## src/rtl/pipe_stage_reg_pkg.sv

```systemverilog
// Shared definitions for the elastic pipeline stage register.
package pipe_stage_reg_pkg;

  // Occupancy-coded state: the encoding doubles as the occupancy count.
  typedef enum logic [1:0] {
    ST_EMPTY = 2'd0,
    ST_ONE   = 2'd1,
    ST_FULL  = 2'd2
  } stage_state_e;

  // Encoded NOP instruction; presented as the bubble payload.
  localparam logic [31:0] NOP_ENC = 32'h0000_0000;

  // Stage-wrapper control levels used to drive flush and out_ready.
  localparam logic IF_ID_FLUSH_ON  = 1'b1;
  localparam logic IF_ID_FLUSH_OFF = 1'b0;
  localparam logic IF_ID_WRITE_ON  = 1'b1;
  localparam logic IF_ID_WRITE_OFF = 1'b0;

endpackage : pipe_stage_reg_pkg

```

## src/rtl/pipe_stage_reg_sat_counter.sv

```systemverilog
// Saturating up-counter with synchronous reset and clear.
module pipe_stage_reg_sat_counter #(
  parameter int unsigned CNT_W = 16
) (
  input  logic             clk,
  input  logic             rst,
  input  logic             clear_i,
  input  logic             inc_i,
  output logic [CNT_W-1:0] count_o
);

  logic [CNT_W-1:0] count_q;
  logic [CNT_W-1:0] count_d;

  // Next count: clear wins, otherwise increment until all-ones and stick there.
  always_comb begin
    count_d = count_q;
    if (clear_i) begin
      count_d = '0;
    end else if (inc_i && (count_q != '1)) begin
      count_d = count_q + CNT_W'(1);
    end else begin
      count_d = count_q;
    end
  end

  // Count register with synchronous reset.
  always_ff @(posedge clk) begin
    if (rst) begin
      count_q <= '0;
    end else begin
      count_q <= count_d;
    end
  end

  assign count_o = count_q;

endmodule : pipe_stage_reg_sat_counter

```

## src/rtl/pipe_stage_reg.sv

```systemverilog
// Elastic valid/ready pipeline stage with optional 2-entry skid buffer,
// flush, and a saturating backpressure counter.
module pipe_stage_reg
  import pipe_stage_reg_pkg::*;
#(
  parameter int unsigned      WIDTH  = 32,
  parameter logic [WIDTH-1:0] BUBBLE = WIDTH'(NOP_ENC),
  parameter bit               SKID   = 1'b1,
  parameter int unsigned      CNT_W  = 16
) (
  input  logic             clk,
  input  logic             rst,
  input  logic             flush,
  input  logic             in_valid,
  output logic             in_ready,
  input  logic [WIDTH-1:0] in_data,
  output logic             out_valid,
  input  logic             out_ready,
  output logic [WIDTH-1:0] out_data,
  output logic [1:0]       occupancy,
  output logic [CNT_W-1:0] stall_cnt
);

  stage_state_e     state_q, state_d;
  logic [WIDTH-1:0] main_q, main_d;
  logic [WIDTH-1:0] skid_q, skid_d;
  logic             in_fire_s;
  logic             out_fire_s;
  logic             stall_inc_s;

  // With SKID the ready is a pure decode of the state register, so no
  // combinational path from out_ready reaches upstream.
  assign out_valid  = (state_q != ST_EMPTY);
  assign in_ready   = SKID ? (state_q != ST_FULL) : (~out_valid | out_ready);
  assign in_fire_s  = in_valid & in_ready;
  assign out_fire_s = out_valid & out_ready;
  assign out_data   = main_q;
  assign occupancy  = state_q;

  // Next-state and data movement; flush drops everything including this
  // cycle's transfers. main is kept at BUBBLE whenever the stage is empty.
  always_comb begin
    state_d = state_q;
    main_d  = main_q;
    skid_d  = skid_q;
    if (flush) begin
      state_d = ST_EMPTY;
      main_d  = BUBBLE;
      skid_d  = BUBBLE;
    end else begin
      case (state_q)
        ST_EMPTY: begin
          if (in_fire_s) begin
            state_d = ST_ONE;
            main_d  = in_data;
          end else begin
            state_d = ST_EMPTY;
          end
        end
        ST_ONE: begin
          if (in_fire_s && out_fire_s) begin
            main_d = in_data;
          end else if (in_fire_s) begin
            // Only reachable with SKID: downstream stalled, park in skid.
            if (SKID) begin
              state_d = ST_FULL;
              skid_d  = in_data;
            end else begin
              state_d = ST_ONE;
            end
          end else if (out_fire_s) begin
            state_d = ST_EMPTY;
            main_d  = BUBBLE;
          end else begin
            state_d = ST_ONE;
          end
        end
        ST_FULL: begin
          if (out_fire_s) begin
            state_d = ST_ONE;
            main_d  = skid_q;
            skid_d  = BUBBLE;
          end else begin
            state_d = ST_FULL;
          end
        end
        default: begin
          state_d = ST_EMPTY;
          main_d  = BUBBLE;
          skid_d  = BUBBLE;
        end
      endcase
    end
  end

  // State and payload registers with synchronous reset.
  always_ff @(posedge clk) begin
    if (rst) begin
      state_q <= ST_EMPTY;
      main_q  <= BUBBLE;
      skid_q  <= BUBBLE;
    end else begin
      state_q <= state_d;
      main_q  <= main_d;
      skid_q  <= skid_d;
    end
  end

  // A flush cycle is not a stall; the count survives flushes.
  assign stall_inc_s = in_valid & ~in_ready & ~flush;

  pipe_stage_reg_sat_counter #(
    .CNT_W (CNT_W)
  ) u_stall_cnt (
    .clk     (clk),
    .rst     (rst),
    .clear_i (1'b0),
    .inc_i   (stall_inc_s),
    .count_o (stall_cnt)
  );

endmodule : pipe_stage_reg

```

## config.mk

```make
export PLATFORM = sky130hd
export DESIGN_NAME = pipe_stage_reg
export DESIGN_NICKNAME = d
export VERILOG_FILES = /design/src/rtl/pipe_stage_reg_pkg.sv /design/src/rtl/pipe_stage_reg_sat_counter.sv /design/src/rtl/pipe_stage_reg.sv
export SDC_FILE = /design/constraint.sdc
export NUM_CORES = 1
export LEC_CHECK = 0
export BUFFER_PORTS_ARGS = -buffer_cell sky130_fd_sc_hd__buf_2
export CORE_MARGIN = 3
export CORE_UTILIZATION = 58
export CTS_CLUSTER_DIAMETER = 200
export DETAILED_ROUTE_END_ITERATION = 8
export PLACE_DENSITY = 0.82
export SKIP_CTS_REPAIR_TIMING = 1
export SYNTH_ARGS = -nofsm -noshare
export SYNTH_HDL_FRONTEND = slang
export SYNTH_SLANG_ARGS = --single-unit
```

## constraint.sdc

```tcl
create_clock -name clk -period 5.45 [get_ports clk]
set_input_delay 0.545 -clock clk [delete_from_list [all_inputs] [get_ports clk]]
set_output_delay 0.545 -clock clk [all_outputs]
set_load 0.1 [all_outputs]
```

Yosys cells after proc, flatten, opt, wreduce, memory -nomap -nowiden
Cells that the tools add are included.
{"block": "op_classes", "n_addsub": 1, "n_eq_ne": 10, "mux": 14, "bitwise_logic": 7, "n_reduce_logical": 7}
{"op": "32-bit two-way mux", "n": 6}
{"op": "32-bit one-hot mux with 3 select lines", "n": 2}
{"op": "16-bit by 1-bit adder with 16-bit output, second input constant", "n": 1}
{"op": "16-bit != test, second input constant", "n": 1}
{"op": "2-bit != test, second input constant", "n": 5}
{"op": "4-bit AND reduction", "n": 2}
{"op": "2-bit two-way mux", "n": 3}
{"op": "3-bit != test, second input constant", "n": 2}
{"op": "2-bit one-hot mux with 3 select lines", "n": 1}
{"op": "1-bit AND", "n": 4}
{"op": "1-bit inverter", "n": 3}
{"op": "2-bit by 1-bit == test with 1-bit output, second input constant", "n": 1}
{"op": "2-bit == test, second input constant", "n": 1}
{"op": "1-bit logical AND", "n": 2}
{"op": "2-bit logical NOT", "n": 1}
{"op": "1-bit two-way mux", "n": 2}
{"op": "2-bit nonzero test", "n": 1}
{"op": "2-bit OR reduction", "n": 1}
{"block": "word_totals", "ff_bits": 82, "word_cells": 43}

Depth between registers and ports, before layout
Gate-level depths: netlist of the first run.
{"block": "logic_depth", "ltp_word": 6, "ltp_mapped": 7, "ltp_nobuf": 5}

Cells and area by module
Synthesis of the first run repeated with hierarchy kept, for this count alone.
{"block": "unflattened", "hier_cells": 444, "hier_area_um2": 4022.6}
{"mod": "pipe_stage_reg", "n_inst": 1, "cells_each": 342, "area_each_um2": 3105.5, "seq_area_each_um2": 1321.3}
{"mod": "pipe_stage_reg_sat_counter", "n_inst": 1, "cells_each": 102, "area_each_um2": 917.1, "seq_area_each_um2": 320.3}

Worst setup path before layout of the first run
Ideal clock, no wire load.
{"block": "synth_path", "path_type": "flip-flop to output port", "from": "register state_q[0] (netlist: occupancy[0])", "to": "output in_ready", "arrival_time_ns": 2.148, "required_ns": 4.905, "slack_ns": 2.757, "path_stages_with_launch": 3, "path_buffers": 1, "path_cell_list": "dfxtp_1 clkbuf_1 nand2b_1"}
{"block": "synth_via", "elab_chain_cells": 1}
{"item": "start, declared", "line_no": "pipe_stage_reg.sv:24", "text": "stage_state_e state_q, state_d;"}
{"item": "start signal, assigned", "line_no": "pipe_stage_reg.sv:103", "text": "state_q <= state_d;"}
{"item": "2-bit != test", "line_no": "pipe_stage_reg.sv:34", "text": "assign in_ready = SKID ? (state_q != ST_FULL) : (~out_valid | out_ready);"}
{"item": "end, declared", "line_no": "pipe_stage_reg.sv:15", "text": "output logic in_ready,"}
Every way passes these cells.

Final worst setup path of the first run
{"block": "layout_path", "from": "register state_q[1] (netlist: occupancy[1])", "to": "register main_q[6] (netlist: out_data[6])"}
{"block": "layout_via", "elab_chain_cells": 5, "elab_cells_between_ends": 15, "cone_classes": "eq/ne (7); mux (2); bitwise (2); reduce/logical (4)"}
{"item": "2-bit != test or 2-bit nonzero test (tied branches)", "line_no": "pipe_stage_reg.sv:34, pipe_stage_reg.sv:33"}
{"item": "1-bit AND (on tied branches)", "line_no": "pipe_stage_reg.sv:35, pipe_stage_reg.sv:36"}
{"item": "1-bit logical AND", "line_no": "pipe_stage_reg.sv:61", "text": "if (in_fire_s && out_fire_s) begin"}
{"item": "3-bit != test (no line) or 32-bit two-way mux (tied branches)"}
{"item": "4-bit AND reduction (no line) or 32-bit one-hot mux with 3 select lines (tied branches)"}
{"item": "end signal, assigned", "line_no": "pipe_stage_reg.sv:104", "text": "main_q <= main_d;"}
{"item": "end, declared", "line_no": "pipe_stage_reg.sv:25", "text": "logic [WIDTH-1:0] main_q, main_d;"}
Parallel ways exist; a longest one is shown, timed or not.
A chain may end at the register's enable or synchronous reset.

==> metrics.yaml, run 1 <==
status:
  outcome: "complete, no violations"
finish:
  multiInputGateArea_um2: 2116
  finalNonFillerCells: 588
  final_area_um2: 4553
  syn_to_final_growth_pct: 17.05
  antenna_cells: 0
  layout.nets: 544
  regArea_um2: 1643
  post-route-util: 0.7089
  fill_cells: 519
  drive_gt1_frac: 0.2387
  final_common_cell: "buf_2"
  final_cell_mix: "88 x buf_2, 81 x dfxtp_1, 44 x a21oi_1"
timing:
  setup_ws_ps: 2575
  setup_violations: 0
  rsz0062_at_grt: "false"
  period_minus_slack_ps: 2875
  final-hold-violation-count: 0
  worstMarginPinSlew_ps: 1299
  slew_violations: 0
  timing.fmax_ghz: 0.3479
  finClkSkew_ps: 5.683
  slew_headroom: 0.1269
  finalSetupTns_ps: 0
  fin_crit_sh: 0.5275
clocking:
  clock_path_buffers: 2
  htreeDepth: 3
  cts_tree: "done"
  clock_tree.root_cell: "clkbuf_8"
  numCtsBuffers: 9
  cts.sink_count: 82
  clk_latency_ps: 350
  cts.clk_slew.worst_paths_ps: 90
logic_synthesis:
  ys_async_sr_fraction: 0
  ys.flop_type: "dfxtp_1"
  netlist.area_leader.share: 0.4220
  netlist_instances: 443
  synth_area_um2: 3890
  synth_edf_count: 0
  synth.distinct_cells: 39
  syn_nets: 481
  synth_area_leaders: "dfxtp_1 42%, mux2i_1 8.2%, a2bb2oi_1 7.2%, a21oi_1 5.7%, and2_1 5.5%"
  ys_ff_latch: 82
  synth_area_leader_cell: "dfxtp_1"
  ys_seq_area_frac: 0.4220
  synth_warnings: 0
  avgSynthCellArea_um2: 8.781
floorplanning:
  row_count: 29
  core_um2: 6422
  dieWidth_um: 87.90
  start_util: 0.6057
  die_y_um: 87.90
  die_area_um2: 7726
  io_pins: 89
power_and_ir_drop:
  pwr_density_cell_nw_per_um2: 292.3
  leakage_nw: 1.779
  irDropWorstVdd_uv: 192.9
placement:
  dp.cells: 572
  gp_congestion: 0.8211
  place_area_um2: 4325
  dpl.hpwl_um: 6094
  portBuffers: 88
  pre_cts_slack_ps: 2609
worst_setup_path:
  worst-setup-path-type: "flop to flop"
  cp.required_ps: 5730
  crit_arrival_ps: 3150
  startpoint_type: "flop"
  path_max_fanout: 32
  end_kind: "flop"
job:
  cap_violations: 0
global_route:
  grt_pass1_wl_um: 15840
  grt_pass1_vias: 3375
  overflow: 0
  grt_max_degree: 45
  track_usage: 0.2534
  antenna_found_initial: 0
route:
  drt.antenna.violating_nets: 0
  drtPass1Iterations: 4
  vias: 3607
  routed_wl_um: 9539
  drc: 0
  routed_via_density: 6.134
  first_iter_violations: 245
  routedWlPerCell_um: 16.22
hold_path:
  hp-class: "flop to flop"
==> per-layer routing <==
layer / GRT usage / vias up / part of all wire
met5: 0 / - / 0
met4: 0.09205 / 0 / 0.016
met3: 0.05456 / 17 / 0.067
met2: 0.4171 / 135 / 0.49
met1: 0.3271 / 1710 / 0.43
li1: - / 1745 / -
==> worst max-delay path, cell delays in order, from the launching register on <==
cell and delay, ps:
dfxtp_1 1050, nor2b_2 240, buf_4 320, o32ai_4 610, buf_4 350, nand2_1 80, a21oi_1 140
==> through the flow <==
step | power, mW | hold WS, ps
floorplan | 0.7984 | 460.9
global placement | 0.8452 | 436.1
detailed placement | 0.8481 | 441.9
CTS | 1.336 | 452.7
global route | 1.377 | 480.5
finish | 1.331 | 452.1
==> final timing paths <==
check / from / endpoint / slack, ps / cells after the start
worst min-delay path: out_data[8] / out_data[8] / 450 / 2
worst max-delay path: occupancy[1] / out_data[6] / 2580 / 6
worst min register to register: out_data[8] / out_data[8] / 450 / 2
worst max register to register: occupancy[1] / out_data[6] / 2580 / 6
==> power breakdown <==
group          leakage (nW)  internal (mW)  switching, mW
Clock                 0.112          0.271          0.224
Combinational          1.00         0.0604          0.153
Sequential            0.665          0.610         0.0113
==> cell type report <==
| class | count | area share |
|---|---|---|
| Tap cell | 77 | 0.02116 |
| Clock inverter | 6 | 0.01979 |
| Clock buffer | 10 | 0.03023 |
| Inverter | 2 | 0.001649 |
| Timing Repair Buffer | 91 | 0.1017 |
| Sequential cell | 82 | 0.3608 |
| Multi-Input combinational cell | 320 | 0.4647 |
==> kinds of logic (layout without fill, tap and decap cells) <==
| group | Yosys count | after routing | share of synthesized area |
|---|---|---|---|
| multiplexers | 36 | 36 | 0.09392 |
| flip-flops | 82 | 82 | 0.4220 |
| AND/OR/NAND/NOR | 158 | 158 | 0.2120 |
| buffers and inverters | 41 | 109 | 0.04053 |
| adder cells (fa/ha/maj) | 1 | 1 | 0.003216 |
| AO/OA/AOI/OAI | 125 | 125 | 0.2284 |
==> flip-flops by register name (all words and copies together), names as in the netlist <==
name,count
occupancy,2
out_data,32
skid_q,32
u_stall_cnt.count_o,16
==> synthesized netlist by cell type (all sizes together) (3+ instances only) <==
cell      n
and2     34
mux2      4
dfxtp    82
o21ai     4
nand3     6
nand4     3
clkbuf   36
a32oi    21
mux2i    32
a2bb2oi  32
nor2b     7
nor2     39
or3       3
or4       9
a21oi    44
a22oi    11
nor4      4
nand2    41
o31ai     7
buf       3
No activity file was read; power rests on OpenSTA's default activity.
==> run 2, diff against run 1 <==
CORE_UTILIZATION = 54   (was 58)
PLACE_DENSITY = 0.77   (was 0.82)
clock period = 2.75 ns   (was 5.45 ns; I/O delays follow)
==> metrics.yaml, run 2 (synthesis results as in run 1) <==
hold_path:
  hp-class: "primary input to flop"
  worstHoldStart: "in_data[27]"
global_route:
  antenna_found_initial: 0  # unchanged
  grt_max_degree: 44  # -2.2%
  grt_pass1_vias: 3469  # +2.8%
  grt_pass1_wl_um: 16170  # +2.1%
  overflow: 0  # unchanged
  track_usage: 0.2376  # -0.01583
worst_setup_path:
  crit_path_start: "occupancy[1]"
  path_max_fanout: 9  # -72%
  crit_arrival_ps: 2350  # -800 ps
  r2r_slack_ps: 650  # -1930 ps
  end_kind: "flop"
  startpoint_type: "flop"
  worst-setup-path-type: "flop to flop"
  crit-reg2reg-launch: "occupancy[1]"
  cp.required_ps: 3000  # -2730 ps
placement:
  dpl.hpwl_um: 6380  # +4.7%
  gp_congestion: 0.8587  # +4.6%
  pre_cts_slack_ps: 659.1  # -1950 ps
  portBuffers: 88  # unchanged
  dp.cells: 603  # +5.4%
finish:
  antenna_cells: 0  # unchanged
  fill_cells: 588  # +13%
  final_cell_mix: "88 x buf_2, 81 x dfxtp_1, 44 x a21oi_1"
  multiInputGateArea_um2: 2121  # +0.24%
  syn_to_final_growth_pct: 20.20
  drive_gt1_frac: 0.2510  # +0.01221
  final_common_cell: "buf_2"
  layout.nets: 556  # +2.2%
  finalNonFillerCells: 618  # +5.1%
  regArea_um2: 1643  # unchanged
  post-route-util: 0.6770  # -0.03195
timing:
  slew_violations: 0  # unchanged
  finClkSkew_ps: 5.414  # -0.2693 ps
  fin_crit_sh: 0.7644  # +0.2369
  worstMarginPinSlew_ps: 696.3  # -602.6 ps
  period_minus_slack_ps: 2102  # -772.7 ps
  slew_headroom: 0.5358  # +0.4089
  final-hold-violation-count: 0  # unchanged
  rsz0062_at_grt: "false"
  finalSetupTns_ps: 0  # unchanged
  setup_ws_ps: 647.9  # -1927 ps
  setup_violations: 0  # unchanged
  timing.fmax_ghz: 0.4757  # +37%
route:
  top_layer: "met4"
  drt-met1-wl_um: 4405  # +7.0%
  drt.antenna.violating_nets: 0  # unchanged
  vias: 3633  # +0.72%
  routed_via_density: 5.879  # -4.2%
  first_iter_violations: 193  # -21%
  routedWlPerCell_um: 15.52  # -4.3%
  wl_met3_um: 488  # -24%
  met2_length_um: 4566  # -1.4%
  drtPass1Iterations: 4  # unchanged
  routed_wl_um: 9591  # +0.55%
  drc: 0  # unchanged
clocking:
  cts.sink_count: 82  # unchanged
  htreeDepth: 3  # unchanged
  cts_tree: "done"
  cts.clk_slew.worst_paths_ps: 80  # about the same
  clock_path_buffers: 2  # unchanged
  numCtsBuffers: 9  # unchanged
  clock_tree.root_cell: "clkbuf_8"
  clk_latency_ps: 350  # about the same
job:
  cap_violations: 0  # unchanged
status:
  outcome: "complete, no violations"
floorplanning:
  start_util: 0.5632  # -0.04246
  die_y_um: 90.88  # +3.4%
  die_area_um2: 8258  # +6.9%
  io_pins: 89  # unchanged
  dieWidth_um: 90.88  # +3.4%
  row_count: 30  # +3.4%
  core_um2: 6907  # +7.5%
power_and_ir_drop:
  pwr_density_cell_nw_per_um2: 564.7  # +93%
  irDropWorstVdd_uv: 261.8  # +36%
  leakage_nw: 1.848  # +3.9%
-- run 2: routing by layer --
metal | vias up | GRT usage
met1 | 1742 | 0.3072
met5 | - | 0
met3 | 10 | 0.05333
li1 | 1780 | -
met2 | 101 | 0.3879
met4 | 0 | 0.08920
-- run 2: per-stage QoR --
step | cell area (um^2) | hold slack [ps] | power [mW]
after CTS | 4676 | 223.9 | 2.659
after global placement | 4457 | 437.9 | 1.689
after detailed placement | 4457 | 440.9 | 1.694
after floorplan | 3890 | 460.9 | 1.582
after global routing | 4676 | 244.4 | 2.732
final | 4676 | 232.2 | 2.640
-- run 2: worst paths after layout --
check	to	cells after the start
max	u_stall_cnt.count_o[13]	4
min	out_data[27]	3
max reg2reg	u_stall_cnt.count_o[13]	4
min reg2reg	out_data[15]	2
-- run 2: cell type report --
| type | instances | share of cell area |
|---|---|---|
| clock inverters | 2 | 0.01284 |
| flip-flops and latches | 82 | 0.3514 |
| inverters | 2 | 0.001606 |
| well taps | 96 | 0.02569 |
| clock buffers | 13 | 0.03398 |
| multi-input cells | 320 | 0.4536 |
| repair buffers | 103 | 0.1210 |
-- run 2: worst max-delay path, stage by stage (launching register included) --
cell and delay (ps):
dfxtp_1 530, nand4bb_1 220, or4_4 560, nor4b_1 330, mux2_2 360
-- run 2: power by group --
group,internal [mW],switching [mW]
clock,0.558,0.416
combinational,0.130,0.316
sequential,1.21,0.0114
total,1.90,0.743
==> run 3, diff against run 2 <==
clock period = 2.2 ns   (was 2.75 ns; I/O delays follow)
==> metrics.yaml, run 3 (synthesis results as in run 1) <==
floorplanning:
  row_count: 30  # unchanged
  dieWidth_um: 90.88  # unchanged
  die_y_um: 90.88  # unchanged
  io_pins: 89  # unchanged
  start_util: 0.5632  # unchanged
  die_area_um2: 8258  # unchanged
  core_um2: 6907  # unchanged
route:
  drc: 0  # unchanged
  routed_via_density: 5.784  # -1.6%
  drt.antenna.violating_nets: 0  # unchanged
  routed_wl_um: 9420  # -1.8%
  drtPass1Iterations: 5  # +1
  first_iter_violations: 174  # -9.8%
  vias: 3580  # -1.5%
  routedWlPerCell_um: 15.22  # -1.9%
global_route:
  track_usage: 0.2278  # -0.009769
  antenna_found_initial: 0  # unchanged
  grt_max_degree: 41  # -6.8%
  overflow: 0  # unchanged
  grt_pass1_wl_um: 15790  # -2.3%
  grt_pass1_vias: 3472  # +0.086%
placement:
  dp.cells: 603  # unchanged
  dpl.hpwl_um: 6284  # -1.5%
  gp_congestion: 0.8072  # -6.0%
  pre_cts_slack_ps: 48.16  # -611.0 ps
  portBuffers: 88  # unchanged
job:
  cap_violations: 0  # unchanged
finish:
  layout.nets: 556  # unchanged
  antenna_cells: 0  # unchanged
  fill_cells: 615  # +4.6%
  final_common_cell: "buf_2"
  syn_to_final_growth_pct: 20.78
  finalNonFillerCells: 619  # +0.16%
  multiInputGateArea_um2: 2128  # +0.35%
  drive_gt1_frac: 0.2887  # +0.03776
  regArea_um2: 1677  # +2.1%
  final_cell_mix: "88 x buf_2, 64 x dfxtp_1, 44 x a21oi_1"
clocking:
  cts.sink_count: 82  # unchanged
  cts.clk_slew.worst_paths_ps: 90  # about the same
  htreeDepth: 3  # unchanged
  clock_path_buffers: 2  # unchanged
  cts_tree: "done"
  clock_tree.root_cell: "clkbuf_8"
  numCtsBuffers: 9  # unchanged
  clk_latency_ps: 350  # about the same
timing:
  timing.fmax_ghz: 0.5048  # +6.1%
  period_minus_slack_ps: 1981  # -121.0 ps
  rsz0062_at_grt: "false"
  final-hold-violation-count: 0  # unchanged
  slew_violations: 0  # unchanged
  fin_crit_sh: 0.9005  # +0.1361
  finClkSkew_ps: 11.26  # +5.846 ps
  worstMarginPinSlew_ps: 620.6  # -75.71 ps
  setup_ws_ps: 218.9  # -429.0 ps
  setup_violations: 0  # unchanged
  finalSetupTns_ps: 0  # unchanged
  slew_headroom: 0.5828  # +0.04703
status:
  outcome: "complete, no violations"
worst_setup_path:
  path_max_fanout: 6  # -3
  cp.required_ps: 2440  # -560 ps
  crit_arrival_ps: 2220  # -130 ps
  worst-setup-path-type: "flop to flop"
  startpoint_type: "flop"
  end_kind: "flop"
  rr_worst_depth: 4  # unchanged
  r2r-end: "u_stall_cnt.count_o[13]"
  r2r_slack_ps: 220  # -430 ps
  crit-reg2reg-launch: "occupancy[0]"
power_and_ir_drop:
  leakage_nw: 1.856  # +0.47%
  irDropWorstVdd_uv: 363.4  # +39%
  total_power_mw: 3.234  # +22%
  pwr_density_cell_nw_per_um2: 688.3  # +22%
hold_path:
  whs_path_depth: 3  # unchanged
  hp-class: "primary input to flop"
  worstHoldStart: "rst"
  min_to: "occupancy[1]"
-- run 3: layer usage --
layer / part of all wire / GRT usage
met1: 0.44 / 0.2893
met2: 0.50 / 0.3867
met3: 0.050 / 0.03917
met4: 0.0094 / 0.08543
met5: 0 / 0
-- run 3: critical path, cell delays in order (launching register included) --
cell and delay [ps]:
dfxtp_2 340, nand4bb_1 260, or4_4 570, nor4b_1 350, mux2_2 370
-- run 3: power breakdown --
| part | switching (mW) | leakage (nW) | internal, mW |
|---|---|---|---|
| combinational | 0.393 | 1.07 | 0.160 |
| clock | 0.538 | 0.112 | 0.623 |
| sequential | 0.0142 | 0.675 | 1.51 |
| total | 0.945 | 1.86 | 2.29 |
-- run 3: final cells by class --
cell class	instances	area share
inverters	2	0.001598
repair buffers	103	0.1177
clock inverters	4	0.009854
flip-flops and latches	82	0.3569
clock buffers	12	0.03542
multi-input cells	320	0.4530
well taps	96	0.02557
-- run 3: worst max-delay path by stage --
stage / startpoint / endpoint / slack, ps / cells after the start
global placement: occupancy[0] / skid_q[25] / 140 / 5
CTS: occupancy[0] / skid_q[22] / 40 / 5
detailed placement: occupancy[0] / skid_q[6] / 50 / 5
floorplan: occupancy[1] / u_stall_cnt.count_o[13] / -20 / 4
finish: occupancy[0] / u_stall_cnt.count_o[13] / 220 / 4
global route: occupancy[0] / u_stall_cnt.count_o[13] / 110 / 4
-- run 3: through the flow --
stage | utilization | cell area [um^2] | hold WS (ps)
after global routing | 0.6803 | 4698 | 178.7
after global placement | 0.6487 | 4481 | 437.2
after detailed placement | 0.6487 | 4481 | 441.9
after CTS | 0.6795 | 4693 | 178.4
final | 0.6803 | 4698 | 183.8
after floorplan | - | 3928 | 411.8
